**config.mk**
```make
export PLATFORM = sky130hd
export DESIGN_NAME = int32_to_fp32
export DESIGN_NICKNAME = d
export VERILOG_FILES = /design/src/rtl/int32_to_fp32.sv
export SDC_FILE = /design/constraint.sdc
export NUM_CORES = 1
export LEC_CHECK = 0
export BUFFER_PORTS_ARGS = -buffer_cell sky130_fd_sc_hd__buf_4
export CORE_ASPECT_RATIO = 0.7
export CORE_MARGIN = 1
export CORE_UTILIZATION = 59
export DETAILED_ROUTE_END_ITERATION = 10
export PLACE_DENSITY = 0.82
export SLEW_MARGIN = 20
export SYNTH_ARGS = -nofsm -noshare
export SYNTH_HDL_FRONTEND = slang
export SYNTH_SLANG_ARGS = --single-unit
export TNS_END_PERCENT = 1
```
**constraint.sdc**
```tcl
create_clock -name clock -period 2.7 [get_ports clock]
set_input_delay 0.135 -clock clock [delete_from_list [all_inputs] [get_ports clock]]
set_output_delay 0.135 -clock clock [all_outputs]
set_load 0.005 [all_outputs]
```
**src/rtl/int32_to_fp32.sv**
```systemverilog
// Signed 32-bit integer to IEEE-754 binary32 converter with a fixed 4-edge latency.
// Round to nearest, ties to even; zero always converts to positive zero.
module int32_to_fp32 (
    input  logic        clock,
    input  logic        reset,
    input  logic        in_0,
    input  logic [31:0] in_1,
    output logic        out_0,
    output logic [31:0] out_1
);

    localparam int DATA_W = 32;

    // Leading-zero count; returns 32 for an all-zero operand.
    function automatic logic [5:0] lzc32(input logic [DATA_W-1:0] v);
        logic [5:0] n;
        logic       found;
        n     = 6'd32;
        found = 1'b0;
        for (int i = DATA_W - 1; i >= 0; i--) begin
            if (!found && v[i]) begin
                n     = 6'(DATA_W - 1 - i);
                found = 1'b1;
            end
        end
        return n;
    endfunction

    // Round-to-nearest-even on the normalised magnitude; a mantissa carry
    // ripples naturally into the exponent field.
    function automatic logic [31:0] round_pack(input logic s, input logic z,
                                               input logic [7:0] e,
                                               input logic [30:0] n);
        logic        inc;
        logic [30:0] em;
        inc = n[7] & ((|n[6:0]) | n[8]);
        em  = {e, n[30:8]} + {30'd0, inc};
        return z ? 32'd0 : {s, em};
    endfunction

    logic               vld_p0, vld_p1, vld_p2, vld_p3, vld_p4;
    logic signed [31:0] opnd_p0;
    logic               sign_p1, sign_p2, sign_p3;
    logic [31:0]        mag_p1, mag_p2;
    logic [5:0]         lz_p2;
    logic               zero_p2, zero_p3;
    logic [30:0]        norm_p3;
    logic [7:0]         exp_p3;
    logic [31:0]        res_p4;

    always_ff @(posedge clock or negedge reset) begin
        if (!reset) begin
            vld_p0  <= 1'b0;
            vld_p1  <= 1'b0;
            vld_p2  <= 1'b0;
            vld_p3  <= 1'b0;
            vld_p4  <= 1'b0;
            opnd_p0 <= '0;
            sign_p1 <= 1'b0;
            mag_p1  <= '0;
            sign_p2 <= 1'b0;
            mag_p2  <= '0;
            lz_p2   <= '0;
            zero_p2 <= 1'b0;
            sign_p3 <= 1'b0;
            zero_p3 <= 1'b0;
            norm_p3 <= '0;
            exp_p3  <= '0;
            res_p4  <= '0;
        end else begin
            // p0: operand capture
            vld_p0  <= in_0;
            opnd_p0 <= in_1;
            // p1: sign and magnitude (0x80000000 wraps to itself)
            vld_p1  <= vld_p0;
            sign_p1 <= opnd_p0[31];
            mag_p1  <= opnd_p0[31] ? 32'(-opnd_p0) : opnd_p0;
            // p2: leading-zero count
            vld_p2  <= vld_p1;
            sign_p2 <= sign_p1;
            mag_p2  <= mag_p1;
            lz_p2   <= lzc32(mag_p1);
            zero_p2 <= (mag_p1 == 32'd0);
            // p3: normalise, hidden bit at bit 31 is dropped
            vld_p3  <= vld_p2;
            sign_p3 <= sign_p2;
            zero_p3 <= zero_p2;
            norm_p3 <= 31'(mag_p2 << lz_p2);
            exp_p3  <= 8'(9'd158 - {3'd0, lz_p2});
            // p4: round and pack
            vld_p4  <= vld_p3;
            res_p4  <= round_pack(sign_p3, zero_p3, exp_p3, norm_p3);
        end
    end

    assign out_0 = vld_p4;
    assign out_1 = res_p4;

endmodule

```
==> results.json <==
{
  "antenna_found_initial": 0,
  "grt_max_degree": 88,
  "avgRoutedWirePerCell_um": 17.2,
  "drc": 0,
  "clock_latency_ns": 0.43,
  "met1_usage_pct": 34.3,
  "yosys_register_bits": 182,
  "met2_usage_pct": 45.1,
  "hp-class": "input port to async pin",
  "final_cell_mix": "182 x dfrtp_1, 78 x buf_4, 74 x nor2_1, 54 x nand2_1, 53 x mux2i_1",
  "syn_area_um2": 7820,
  "seq_area_frac_synth_pct": 58.2,
  "drive_gt1_share_pct": 17.5,
  "grt-ovfl-total": 0,
  "required_ns": 3.04,
  "cts_inserted_buffers": 17,
  "peakVddDrop_uv": 599,
  "cts.sinks": 182,
  "outcome": "finished clean",
  "ys.warnings.count": 0,
  "finalMaxSlewViolations": 0,
  "io_pins": 68,
  "core_um2": 12700,
  "worst_pin_slew_ns": 0.983,
  "rsz0062_at_grt": "false",
  "reg2reg_setup_slack_ns": 0.09,
  "die_h_um": 98.3,
  "setup_tns_ns": 0,
  "crit_path_end_kind": "flip-flop",
  "cp-start-kind": "flip-flop",
  "avgSynthCellArea_um2": 11.4,
  "gp_congestion": 0.873,
  "drt_pass1_iterations": 5,
  "ys.flop_type": "dfrtp_1",
  "leakage_nw": 4.18,
  "viasPerCell": 5.72,
  "clkTransAtPathRegs_ns": 0.06,
  "die_x_um": 140,
  "die_area_um2": 13700,
  "p_per_area_nw_per_um2": 756,
  "syn-num-nets": 725,
  "antenna_cells": 0,
  "grtUsageMet3_pct": 5.30,
  "cts_max_level": 4,
  "grt_use_total_pct": 26.3,
  "postSynth.asyncResetShare_pct": 100,
  "cts_buffer_depth": 2,
  "cp.arrival_ns": 2.95,
  "grt-busiest-layer": "met2",
  "start_util_pct": 61.7,
  "period_minus_slack_ns": 2.61,
  "drtIter0Drc": 456,
  "maxCapViolCount": 0,
  "portBuffers": 67,
  "final_common_cell": "dfrtp_1",
  "syn2layout_area_growth_pct": 21.2,
  "slew_headroom_pct": 34.5,
  "fin_crit_sh_pct": 96.7,
  "grt_pass1_wl_mm": 27.9,
  "cp_max_fo": 6,
  "setup_viol": 0,
  "hold_ws_ns": 0.336,
  "finClkSkew_ns": 0.0103,
  "fmax_mhz": 383,
  "ys_types": 53,
  "grt_pass1_vias": 5716,
  "ctsRootBufferMaster": "clkbuf_16",
  "dp_hpwl_mm": 11.5,
  "synth_edf_count": 0,
  "num_rows": 34,
  "vias": 5511,
  "path_class": "flip-flop to flip-flop",
  "final_nets": 827,
  "cts_tree": "built",
  "final_antenna_net_count": 0,
  "hold_violations": 0,
  "syn_inst": 687,
  "wl_mm": 16.6
}
layer usage:
layer  vias to the layer above  share of wire [%]
met5                         -                  0
met4                         0                1.5
met3                        27                4.4
met2                       173                 50
met1                      2702                 44
li1                       2609                  -
worst max-delay path: stages, from the launching register on:
cell	delay, ns
dfrtp_1	0.40
or3_1	0.42
or3_4	0.35
or4_4	0.53
or2_1	0.37
o31ai_2	0.29
xnor2_1	0.15
state kept, by name (all words and copies together), names as in the netlist:
register / flops
exp_p3: 8
lz_p2: 6
mag_p1: 32
mag_p2: 31
norm_p3: 31
opnd_p0: 32
out_0: 1
out_1: 32
sign_p1: 1
sign_p2: 1
sign_p3: 1
vld_p0: 1
vld_p1: 1
vld_p2: 1
vld_p3: 1
zero_p2: 1
zero_p3: 1
final timing paths:
kind                             start          end  depth (start not counted)
min                              reset        out_0                          2
min reg2reg                     vld_p3        out_0                          0
max reg2reg                opnd_p0[12]   mag_p1[28]                          6
max in group asynchronous        reset  opnd_p0[14]                          3
max                        opnd_p0[12]   mag_p1[28]                          6
min in group clock              vld_p3        out_0                          0
power by group:
group          switching, mW  internal, mW
Sequential             0.287          3.11
Clock                   1.04          1.33
Combinational          0.707         0.678
Total                   2.04          5.13
cell type report:
| cell class | count | area (um^2) |
|---|---|---|
| Tap cell | 162 | 203 |
| Clock inverter | 12 | 119 |
| Timing Repair Buffer | 117 | 1020 |
| Clock buffer | 20 | 457 |
| Multi-Input combinational cell | 456 | 3070 |
| Sequential cell | 182 | 4550 |
| Inverter | 15 | 56.3 |
| Fill cell | 825 | 3200 |
per-stage QoR:
| step | utilization (%) | power, mW | setup slack, ns | instance area (um^2) | instances |
|---|---|---|---|---|---|
| floorplan | - | 4.16 | 0.291 | 7820 | 687 |
| global placement | 67.6 | 4.70 | 0.223 | 8560 | 898 |
| detailed placement | 67.6 | 4.76 | 0.141 | 8560 | 898 |
| CTS | 74.8 | 7.17 | 0.128 | 9480 | 964 |
| global route | 74.8 | 7.48 | 0.00118 | 9480 | 964 |
| finish | 74.8 | 7.16 | 0.0883 | 9480 | 964 |
cells in the mapped netlist (8+ instances only):
cell	count	share of area (%)
a21oi_1	20	1.3
and3_1	8	0.64
buf_1	10	0.48
clkbuf_1	21	1.0
dfrtp_1	182	58
inv_1	14	0.67
mux2_2	13	1.9
mux2i_1	53	6.8
nand2_1	54	2.6
nand3_1	11	0.70
nor2_1	74	3.6
nor3_1	10	0.64
nor4_1	12	0.96
o21ai_0	28	1.8
o22ai_1	14	1.1
or3_1	13	1.0
xnor2_1	33	3.7
xor2_1	26	2.9
kinds of logic (layout without fill, tap and decap cells):
family / after synthesis / after routing / synth area share, %
fa+ha+maj: 3 / 3 / 0.480
mux: 71 / 71 / 10.1
buf+inv: 49 / 164 / 2.48
compound gates: 103 / 103 / 8.48
simple gates: 220 / 220 / 13.6
xor+xnor: 59 / 59 / 6.61
flops: 182 / 182 / 58.2
what timing repair did:
item / 4_1_cts / 5_1_grt
hold endpoints to repair: 118 / 0
hold buffers: 34 / 0
resized for setup: 0 / 0
buffers inserted: 0 / 0
Power figures use the tool's default switching activity.
